**src/rtl/pwm_pkg.sv**
```systemverilog
// Shared encodings for the PWM bank: register selects, CTRL bit positions,
// and the counter direction type used by center-aligned channels.
package pwm_pkg;

    localparam logic [1:0] SEL_PERIOD = 2'd0;
    localparam logic [1:0] SEL_DUTY   = 2'd1;
    localparam logic [1:0] SEL_CTRL   = 2'd2;

    localparam int CTRL_EN     = 0;
    localparam int CTRL_CENTER = 1;
    localparam int CTRL_INV    = 2;

    typedef enum logic {
        UP   = 1'b0,
        DOWN = 1'b1
    } dir_e;

endpackage

```
**src/rtl/pwm_channel.sv**
```systemverilog
// One PWM channel: shadow/active period and duty, up or up/down counter,
// compare, and registered output plus period-boundary pulse.
module pwm_channel
    import pwm_pkg::*;
#(
    parameter int CNT_W = 28
) (
    input  logic             clk,
    input  logic             rst_n,
    input  logic             wr_per,
    input  logic             wr_duty,
    input  logic             wr_ctrl,
    input  logic [CNT_W-1:0] wr_data,
    input  logic             sync,
    output logic             pwm_out,
    output logic             cyc_end
);

    logic [CNT_W-1:0] cnt_q, cnt_d;
    logic [CNT_W-1:0] per_sh_q, per_sh_d;
    logic [CNT_W-1:0] duty_sh_q, duty_sh_d;
    logic [CNT_W-1:0] per_act_q, per_act_d;
    logic [CNT_W-1:0] duty_act_q, duty_act_d;
    logic [2:0]       ctrl_q, ctrl_d;
    dir_e             dir_q, dir_d;
    logic             run_q, run_d;
    logic             pwm_q, pwm_d;
    logic             cyc_q, cyc_d;

    logic [CNT_W-1:0] per_m1;
    logic             en;
    logic             raw;
    logic             center_bnd;

    always_comb begin
        cnt_d      = cnt_q;
        per_sh_d   = per_sh_q;
        duty_sh_d  = duty_sh_q;
        per_act_d  = per_act_q;
        duty_act_d = duty_act_q;
        ctrl_d     = ctrl_q;
        dir_d      = dir_q;
        run_d      = run_q;
        cyc_d      = 1'b0;

        if (wr_per)  per_sh_d  = wr_data;
        if (wr_duty) duty_sh_d = wr_data;
        if (wr_ctrl) ctrl_d    = wr_data[2:0];

        en         = ctrl_q[CTRL_EN];
        per_m1     = (per_act_q != '0) ? per_act_q - CNT_W'(1) : '0;
        raw        = en && (per_act_q != '0) && (cnt_q < duty_act_q);
        center_bnd = (cnt_q == '0) && ((dir_q == DOWN) || !run_q);

        if (!en) begin
            cnt_d      = '0;
            dir_d      = UP;
            per_act_d  = per_sh_q;
            duty_act_d = duty_sh_q;
            run_d      = 1'b0;
        end else begin
            run_d = 1'b1;
            if (sync) begin
                cnt_d      = '0;
                dir_d      = UP;
                per_act_d  = per_sh_q;
                duty_act_d = duty_sh_q;
            end else if (per_act_q == '0) begin
                // Idle period: keep following the shadow so a later PERIOD write can start it.
                cnt_d      = '0;
                dir_d      = UP;
                per_act_d  = per_sh_q;
                duty_act_d = duty_sh_q;
            end else if (!ctrl_q[CTRL_CENTER] || (per_act_q == CNT_W'(1))) begin
                dir_d = UP;
                if (cnt_q >= per_m1) begin
                    cnt_d      = '0;
                    per_act_d  = per_sh_q;
                    duty_act_d = duty_sh_q;
                    cyc_d      = 1'b1;
                end else begin
                    cnt_d = cnt_q + CNT_W'(1);
                end
            end else if (center_bnd) begin
                // The boundary cycle itself sits at 0, so the next period resumes at 1.
                per_act_d  = per_sh_q;
                duty_act_d = duty_sh_q;
                cyc_d      = 1'b1;
                dir_d      = UP;
                cnt_d      = (per_sh_q > CNT_W'(1)) ? CNT_W'(1) : '0;
            end else if (dir_q == DOWN) begin
                cnt_d = cnt_q - CNT_W'(1);
            end else if (cnt_q >= per_m1) begin
                dir_d = DOWN;
                cnt_d = per_m1 - CNT_W'(1);
            end else begin
                cnt_d = cnt_q + CNT_W'(1);
            end
        end

        pwm_d = raw ^ ctrl_q[CTRL_INV];
    end

    always_ff @(posedge clk or negedge rst_n) begin
        if (!rst_n) begin
            cnt_q      <= '0;
            per_sh_q   <= '0;
            duty_sh_q  <= '0;
            per_act_q  <= '0;
            duty_act_q <= '0;
            ctrl_q     <= '0;
            dir_q      <= UP;
            run_q      <= 1'b0;
            pwm_q      <= 1'b0;
            cyc_q      <= 1'b0;
        end else begin
            cnt_q      <= cnt_d;
            per_sh_q   <= per_sh_d;
            duty_sh_q  <= duty_sh_d;
            per_act_q  <= per_act_d;
            duty_act_q <= duty_act_d;
            ctrl_q     <= ctrl_d;
            dir_q      <= dir_d;
            run_q      <= run_d;
            pwm_q      <= pwm_d;
            cyc_q      <= cyc_d;
        end
    end

    assign pwm_out = pwm_q;
    assign cyc_end = cyc_q;

endmodule

```
**src/rtl/pwm_bank.sv**
```systemverilog
// Multi-channel PWM bank: decodes the single register-write port into
// per-channel strobes and fans the global sync out to every channel.
module pwm_bank
    import pwm_pkg::*;
#(
    parameter int NUM_CH = 8,
    parameter int CNT_W  = 28,
    parameter int CH_W   = 5
) (
    input  logic              CLK,
    input  logic              RST_N,
    input  logic              wr_en,
    input  logic [CH_W-1:0]   wr_ch,
    input  logic [1:0]        wr_sel,
    input  logic [CNT_W-1:0]  wr_data,
    input  logic              sync,
    output logic [NUM_CH-1:0] pwm_out,
    output logic [NUM_CH-1:0] cyc_end
);

    logic wr_per_sel, wr_duty_sel, wr_ctrl_sel;

    assign wr_per_sel  = wr_en && (wr_sel == SEL_PERIOD);
    assign wr_duty_sel = wr_en && (wr_sel == SEL_DUTY);
    assign wr_ctrl_sel = wr_en && (wr_sel == SEL_CTRL);

    // Indices at or above NUM_CH match no instance, so such writes fall away.
    for (genvar i = 0; i < NUM_CH; i++) begin : g_ch
        logic hit;
        assign hit = (wr_ch == CH_W'(i));

        pwm_channel #(
            .CNT_W (CNT_W)
        ) u_ch (
            .clk     (CLK),
            .rst_n   (RST_N),
            .wr_per  (wr_per_sel && hit),
            .wr_duty (wr_duty_sel && hit),
            .wr_ctrl (wr_ctrl_sel && hit),
            .wr_data (wr_data),
            .sync    (sync),
            .pwm_out (pwm_out[i]),
            .cyc_end (cyc_end[i])
        );
    end

endmodule
```
**config.mk**
```make
export PLATFORM = sky130hd
export DESIGN_NAME = pwm_bank
export DESIGN_NICKNAME = d
export VERILOG_FILES = /design/src/rtl/pwm_pkg.sv /design/src/rtl/pwm_channel.sv /design/src/rtl/pwm_bank.sv
export SDC_FILE = /design/constraint.sdc
export NUM_CORES = 2
export LEC_CHECK = 0
export BUFFER_PORTS_ARGS = -buffer_cell sky130_fd_sc_hd__clkbuf_2
export CAP_MARGIN = 10
export CELL_PAD_IN_SITES_DETAIL_PLACEMENT = 2
export CELL_PAD_IN_SITES_GLOBAL_PLACEMENT = 2
export CORE_MARGIN = 10
export CORE_UTILIZATION = 45
export DETAILED_ROUTE_END_ITERATION = 12
export PLACE_DENSITY_LB_ADDON = 0.1
export SLEW_MARGIN = 25
export SYNTH_ARGS = -nofsm -noshare
export SYNTH_HDL_FRONTEND = slang
export SYNTH_SLANG_ARGS = --single-unit
```
**constraint.sdc**
```tcl
create_clock -name CLK -period 14.46 [get_ports CLK]
set_clock_uncertainty 0.05 [all_clocks]
set_input_delay 4.338 -clock CLK [delete_from_list [all_inputs] [get_ports CLK]]
set_output_delay 4.338 -clock CLK [all_outputs]
set_load 0.005 [all_outputs]
```
# [Word-level counts from Yosys, hierarchy flattened]
# Cells that the tools add are included.
[totals] output_inout_bits=16 ff_bits=1176 elab_cells=574
[classes] n_reduce_logical=117 add_sub_neg=32 n_eq_ne=33 bitwise_logic=8 mux=280 magnitude_cmp=24
[op_table] op="$mux 28" count=168
[op_table] op="$sub 28x1->28 const B" count=24
[op_table] op="$logic_not 28->1" count=16
[op_table] op="$add 28x1->28 const B" count=8
[op_table] op="$eq 28x1->1 const B" count=8
[op_table] op="$ge 28x28->1" count=8
[op_table] op="$gt 28x1->1 const B" count=8
[op_table] op="$lt 28x28->1" count=8
[op_table] op="$reduce_bool 28->1" count=8
[op_table] op="$mux 1" count=112
[op_table] op="$ne 5x5->1 const B" count=16
[op_table] op="$logic_and 1x1->1" count=51
[op_table] op="$eq 5x3->1 const B" count=4
[op_table] op="$logic_not 1->1" count=16
[op_table] op="$logic_or 1x1->1" count=16
[op_table] op="$reduce_and 2->1" count=8
[op_table] op="$eq 5x2->1 const B" count=2
[op_table] op="$xor 1x1->1" count=8
[op_table] op="$eq 5x1->1 const B" count=1
[op_table] op="$logic_not 5->1" count=1
[op_table] op="$eq 2x1->1 const B" count=1
[op_table] op="$eq 2x2->1 const B" count=1
[op_table] op="$logic_not 2->1" count=1

# [Longest topological paths before layout]
[logic_depth] ltp_word=10 ltp_mapped=23 ltp_nobuf=19

# [Cells and area by module]
# A second synthesis with hierarchy kept.
[hier_totals] cells_unflattened=8316 hier_area_um2=79965.4
[by_module_without_submodules] mod="pwm_channel at g_ch[0].u_ch ..." seq_area_each_um2=3678.5 cells_per_inst=1029 area_per_inst_um2=9930.8 instances=6
[by_module_without_submodules] mod="pwm_channel at g_ch[7].u_ch" seq_area_each_um2=3678.5 cells_per_inst=1058 area_per_inst_um2=10258.6 instances=1
[by_module_without_submodules] mod="pwm_channel at g_ch[2].u_ch" seq_area_each_um2=3678.5 cells_per_inst=1046 area_per_inst_um2=9879.5 instances=1
[by_module_without_submodules] mod="pwm_bank" seq_area_each_um2=0.0 cells_per_inst=38 area_per_inst_um2=242.7 instances=1

# [Worst setup path before layout]
# Ideal clock, no wire load.
[synth_path] kind="input to register" start="input port sync" end="register g_ch[3].u_ch.duty_act_q[0]" path_slack_ns=8.250 path_stages=6 arrival_time_ns=6.035 setup_time_ns=0.125 cell_sequence="or4b_2 nor2_1 nor2_1 buf_2 buf_2 mux2_2"
[synth_between] elab_chain_cells=2 word_cells_on_any_way=5 classes_between="eq/ne: 2; mux: 2; reduce/logical: 1"
[synth_rtl] element="from (decl)" line="pwm_bank.sv:16" source="input logic sync,"
[synth_rtl] element="$ne 5x5->1 (no line) / $mux 28 (equally long branches)"
[synth_rtl] element="$reduce_and 2->1 (no line) / $mux 28 (equally long branches)"
[synth_rtl] element="to (signal assigned)" line="pwm_channel.sv:121" source="duty_act_q <= duty_act_d;"
[synth_rtl] element="to (decl)" line="pwm_channel.sv:23" source="logic [CNT_W-1:0] duty_act_q, duty_act_d;"
# Parallel ways exist; a longest one is shown, timed or not.
# A chain may end at the register's enable or synchronous reset.

# [Final worst setup path]
[layout_path] start="register g_ch[2].u_ch.per_act_q[2]" end="register g_ch[2].u_ch.per_act_q[9]"
[layout_between] elab_chain_cells=6 word_cells_on_any_way=14 classes_between="add/sub: 1; order compare: 1; eq/ne: 3; mux: 5; reduce/logical: 4"
[layout_rtl] element="from (decl)" line="pwm_channel.sv:22" source="logic [CNT_W-1:0] per_act_q, per_act_d;"
[layout_rtl] element="from (signal assigned)" line="pwm_channel.sv:120" source="per_act_q <= per_act_d;"
[layout_rtl] element="parallel branches: the longest is 6 deep, another holds $sub 28x1->28"
# Several ways; the timed one is not identified.

==> results.md <==
Run status:
- The flow ran to the end, and the final reports show no timing, DRC or antenna violations.

Detailed routing:
- The count of nets left with antenna violations once routing finished came out at 0.
- After detailed routing, the average wire length per cell comes to around 30 um.
- Summing over every cut layer, the via total after detailed routing is about 70,000.
- For this block, the routed nets add up to 327 mm of wire.
- For this block, the initial DRC count from the detailed router was roughly 5,300.
- Using the TritonRoute via totals, the vias-per-cell ratio works out to 6.51.
- The first-pass detailed-route iteration total is 5.
- The number of remaining DRC errors is 0.

Timing:
- The worst hold slack is between 400 and 500 ps.
- The worst path in the final design needs a cycle of 7490 ps, including I/O delays and setup.
- The final worst-path setup slack is 6970 ps.
- Setup repair after global routing left no endpoint under its margin.
- The highest achievable clock rate is 0.134 GHz.
- The final-report hold violation count was 0.
- The number of setup violations in the final report is 0.
- The worst pin sits at a relative slew slack of 21.1%.
- The measured slew at the worst slew-check pin is 1180 ps.
- The total negative slack for setup checks is 0 ps.
- The post-route fraction of the period consumed by the critical path is about half.
- The final count of pins violating max slew is 0.

Die:
- The core region area is 0.174 mm2.
- The effective utilization at floorplan is 45.4%.
- The horizontal die dimension is 439 um.
- In this run the count of I/O pins placed on the die edge is between 50 and 60.
- The initialized floorplan defines roughly 150 standard-cell rows.
- The floorplan step set the die height to 439 um.
- The die outline area is 0.193 mm2.

GRT:
- Global routing used about a third of the available tracks.
- The pin count of the biggest net entering global routing is approximately 170.
- The number of global-route vias before repair is around 77,000.
- The first global-routing pass estimated roughly 500 mm of wire.
- The number of antenna violations at the first check in global routing is 25.
- The global-route congestion overflow total is 0.

Critical path:
- The highest fanout seen on the critical path is 35.
- The kind of end point of the critical path is a flop.
- For the worst setup path, the data required time is about 15,000 ps.
- The worst setup path is launched from a flop.
- The arrival time reported for the critical path endpoint is between 8000 and 9000 ps.
- In this run the critical register-to-register path is launched from g_ch[2].u_ch.per_act_q[2].
- The reg-to-reg setup timing slack is between 6000 and 7000 ps.
- In this run the critical register-to-register path is captured at g_ch[2].u_ch.per_act_q[9].
- The number of cells on the worst reg-to-reg path is 15.
- The startpoint-to-endpoint class of the critical path is reg2reg.

Clock tree:
- The buffer depth of the longest clock path is 3.
- Clock-pin slew was measured on the worst setup and hold paths at roughly 60 ps.
- CTS built an H-tree with a depth of 4.
- Counting the buffers created by CTS gives around 140.
- The number of gates resized after CTS was 0.
- The count of hold-fix buffers inserted at cts is 0.
- The insertion delay to the later sink of the worst-skew pair is roughly 820 ps.
- The cell sitting at the root of the clock tree is a clkbuf_16.
- In this run the post-CTS setup repair buffer count came out at 0.
- The TritonCTS sink count is between 1,000 and 1,500.
- The TritonCTS clock tree is yes.

Place:
- At the end of routability-driven placement, the weighted congestion stood at around 0.89.
- In this run the tool buffered the top-level ports with 54 buffer cells.
- Timing analysis after detailed placement gives a worst setup slack of about 6600 ps.
- Detailed placement ended at an HPWL of about 220 mm.

Hold path:
- The beginning of the worst hold path is g_ch[5].u_ch.duty_sh_q[6].
- The class of the tightest hold or removal check is reg2reg.
- For hold timing, the worst endpoint is g_ch[5].u_ch.duty_act_q[6].
- The number of instances on the worst hold path is 2.

Synthesis:
- The post-synthesis instance total is 8,513.
- The yosys synthesis warning count is 0.
- The register bit count reported by yosys is between 1,000 and 1,500.
- After synthesis the cells add up to between 0.07 and 0.08 mm2.
- Yosys mapped the design onto ~110 distinct sky130hd cell types.
- The most used flip-flop cell after synthesis is dfrtp_1.
- The share of async-settable or async-resettable flops after synthesis is 100%.
- The number of enable-type register cells in the synthesized netlist is 0.
- The synthesized netlist net count is just over 9,000.
- Sequential cells were found to cover between 30% and 40% of the synthesized design area.
- The per-instance average area after synthesis is approximately 9.3 um2.

Finish:
- The footprint of the multi-input gates is around 0.046 mm2.
- The share of cells above drive strength 1 is ~15%.
- Leaving out fill and tap cells, the most frequent cell in the layout is dfrtp_1.
- Summing all flip-flop and latch instances after layout gives just under 0.03 mm2.
- Fill cells in the final layout number 18,300.
- At the end of the flow, the number of nets in the layout was about 8,800.
- The post-synthesis to final-layout area growth is 9.07%.
- Leaving out fill and tap cells, the most frequent cells in the layout are dfrtp_1, nand2_1, mux2_2, nor2_1, ha_1.

Pwr:
- The power density of the placed cells is between 100 and 150 mW/mm2.
- IR analysis of the VDD net gives a maximum drop of around 94 uV.
- Summed over all cells, the static leakage comes to ~40 nW.

Job:
- Max-cap violations in this run came to 0.
## logic make-up (layout without fill, tap and decap cells)
logic type	after synthesis	count (layout)	synth area share [%]
buffers and inverters	889	788	4.44
AOI/OAI and AO/OA	1749	1749	14.4
muxes	783	783	11.1
adders and majority gates	496	496	7.84
xor gates and xnor gates	687	687	7.60
and+or+nand+nor	2733	2733	17.5
other	0	15	0
DFF	1176	1176	37.2
## registers in the layout, indices dropped and copies added, names as in the netlist
name / flops
g_ch.u_ch.cnt_q: 224
g_ch.u_ch.ctrl_q: 24
g_ch.u_ch.cyc_end: 8
g_ch.u_ch.dir_q: 8
g_ch.u_ch.duty_act_q: 224
g_ch.u_ch.duty_sh_q: 224
g_ch.u_ch.per_act_q: 224
g_ch.u_ch.per_sh_q: 224
g_ch.u_ch.pwm_out: 8
g_ch.u_ch.run_q: 8
## metrics by stage
| stage | area [um2] | util (%) | cells | total power, W |
|---|---|---|---|---|
| 2_1_floorplan | 79200 | - | 8513 | 0.00584 |
| 3_3_place_gp | 81200 | 46.6 | 10500 | 0.00674 |
| 3_5_place_dp | 81200 | 46.6 | 10500 | 0.00695 |
| 4_1_cts | 86200 | 49.4 | 10700 | 0.0110 |
| 5_1_grt | 86300 | 49.5 | 10700 | 0.0115 |
| 6_report | 86300 | 49.5 | 10800 | 0.0110 |
## power by group
| group | total [W] | switching (W) | internal (W) |
|---|---|---|---|
| clock | 0.00393 | 0.00163 | 0.00230 |
| sequential | 0.00378 | 0.000263 | 0.00352 |
| combinational | 0.00328 | 0.00216 | 0.00112 |
| total | 0.0110 | 0.00405 | 0.00694 |
## routing by layer
metal / global-route usage, % / share of wire (%) / vias to the layer above
li1: - / - / 30300
met1: 41.1 / 41 / 36600
met2: 56.0 / 49 / 2319
met3: 4.90 / 5.2 / 810
met4: 16.9 / 5.3 / 4
met5: 0 / 0.0083 / -
## worst max-delay path by stage
stage	start	end	slack, ps
after floorplan	sync	g_ch[3].u_ch.duty_act_q[0]	8250
after global placement	sync	g_ch[5].u_ch.cnt_q[25]	5970
after detailed placement	sync	g_ch[5].u_ch.cnt_q[22]	6630
after CTS	g_ch[2].u_ch.per_act_q[2]	g_ch[2].u_ch.per_act_q[18]	7130
after global routing	g_ch[2].u_ch.per_act_q[2]	g_ch[2].u_ch.per_act_q[18]	6450
final	g_ch[2].u_ch.per_act_q[2]	g_ch[2].u_ch.per_act_q[9]	6970
## Yosys cell counts, drive strengths merged (231+ instances only)
master	n	area (um2)
inv	362	1360
dfrtp	1176	29400
o21ai	505	2540
clkbuf	420	1580
xor2	297	2600
nor2	573	2170
nand2	750	2820
nor3	241	1220
xnor2	390	3420
nand3	231	1160
a21oi	391	1960
mux2	768	8650
ha	496	6210
## cell type report
class,instances,share of cell area (%)
repair buffers,169,1.46
clock buffers,195,4.77
inverters,363,1.58
flip-flops and latches,1176,34.1
multi-input cells,6448,53.7
clock inverters,61,1.00
well taps,2325,3.37
diodes,15,0.0435
## worst max-delay path, cell delays in order (launching register included)
cell,delay [ps]
dfrtp_1,560
nor3_1,830
nand3_1,730
nor4_1,1010
nand2_1,200
xor2_1,210
nor2_1,260
inv_1,100
ha_1,310
nand4_1,130
o21ai_0,410
a21o_1,590
nor2_4,190
nor2_4,690
buf_4,590
mux2_2,420
No activity file was read; power rests on OpenSTA's default activity.
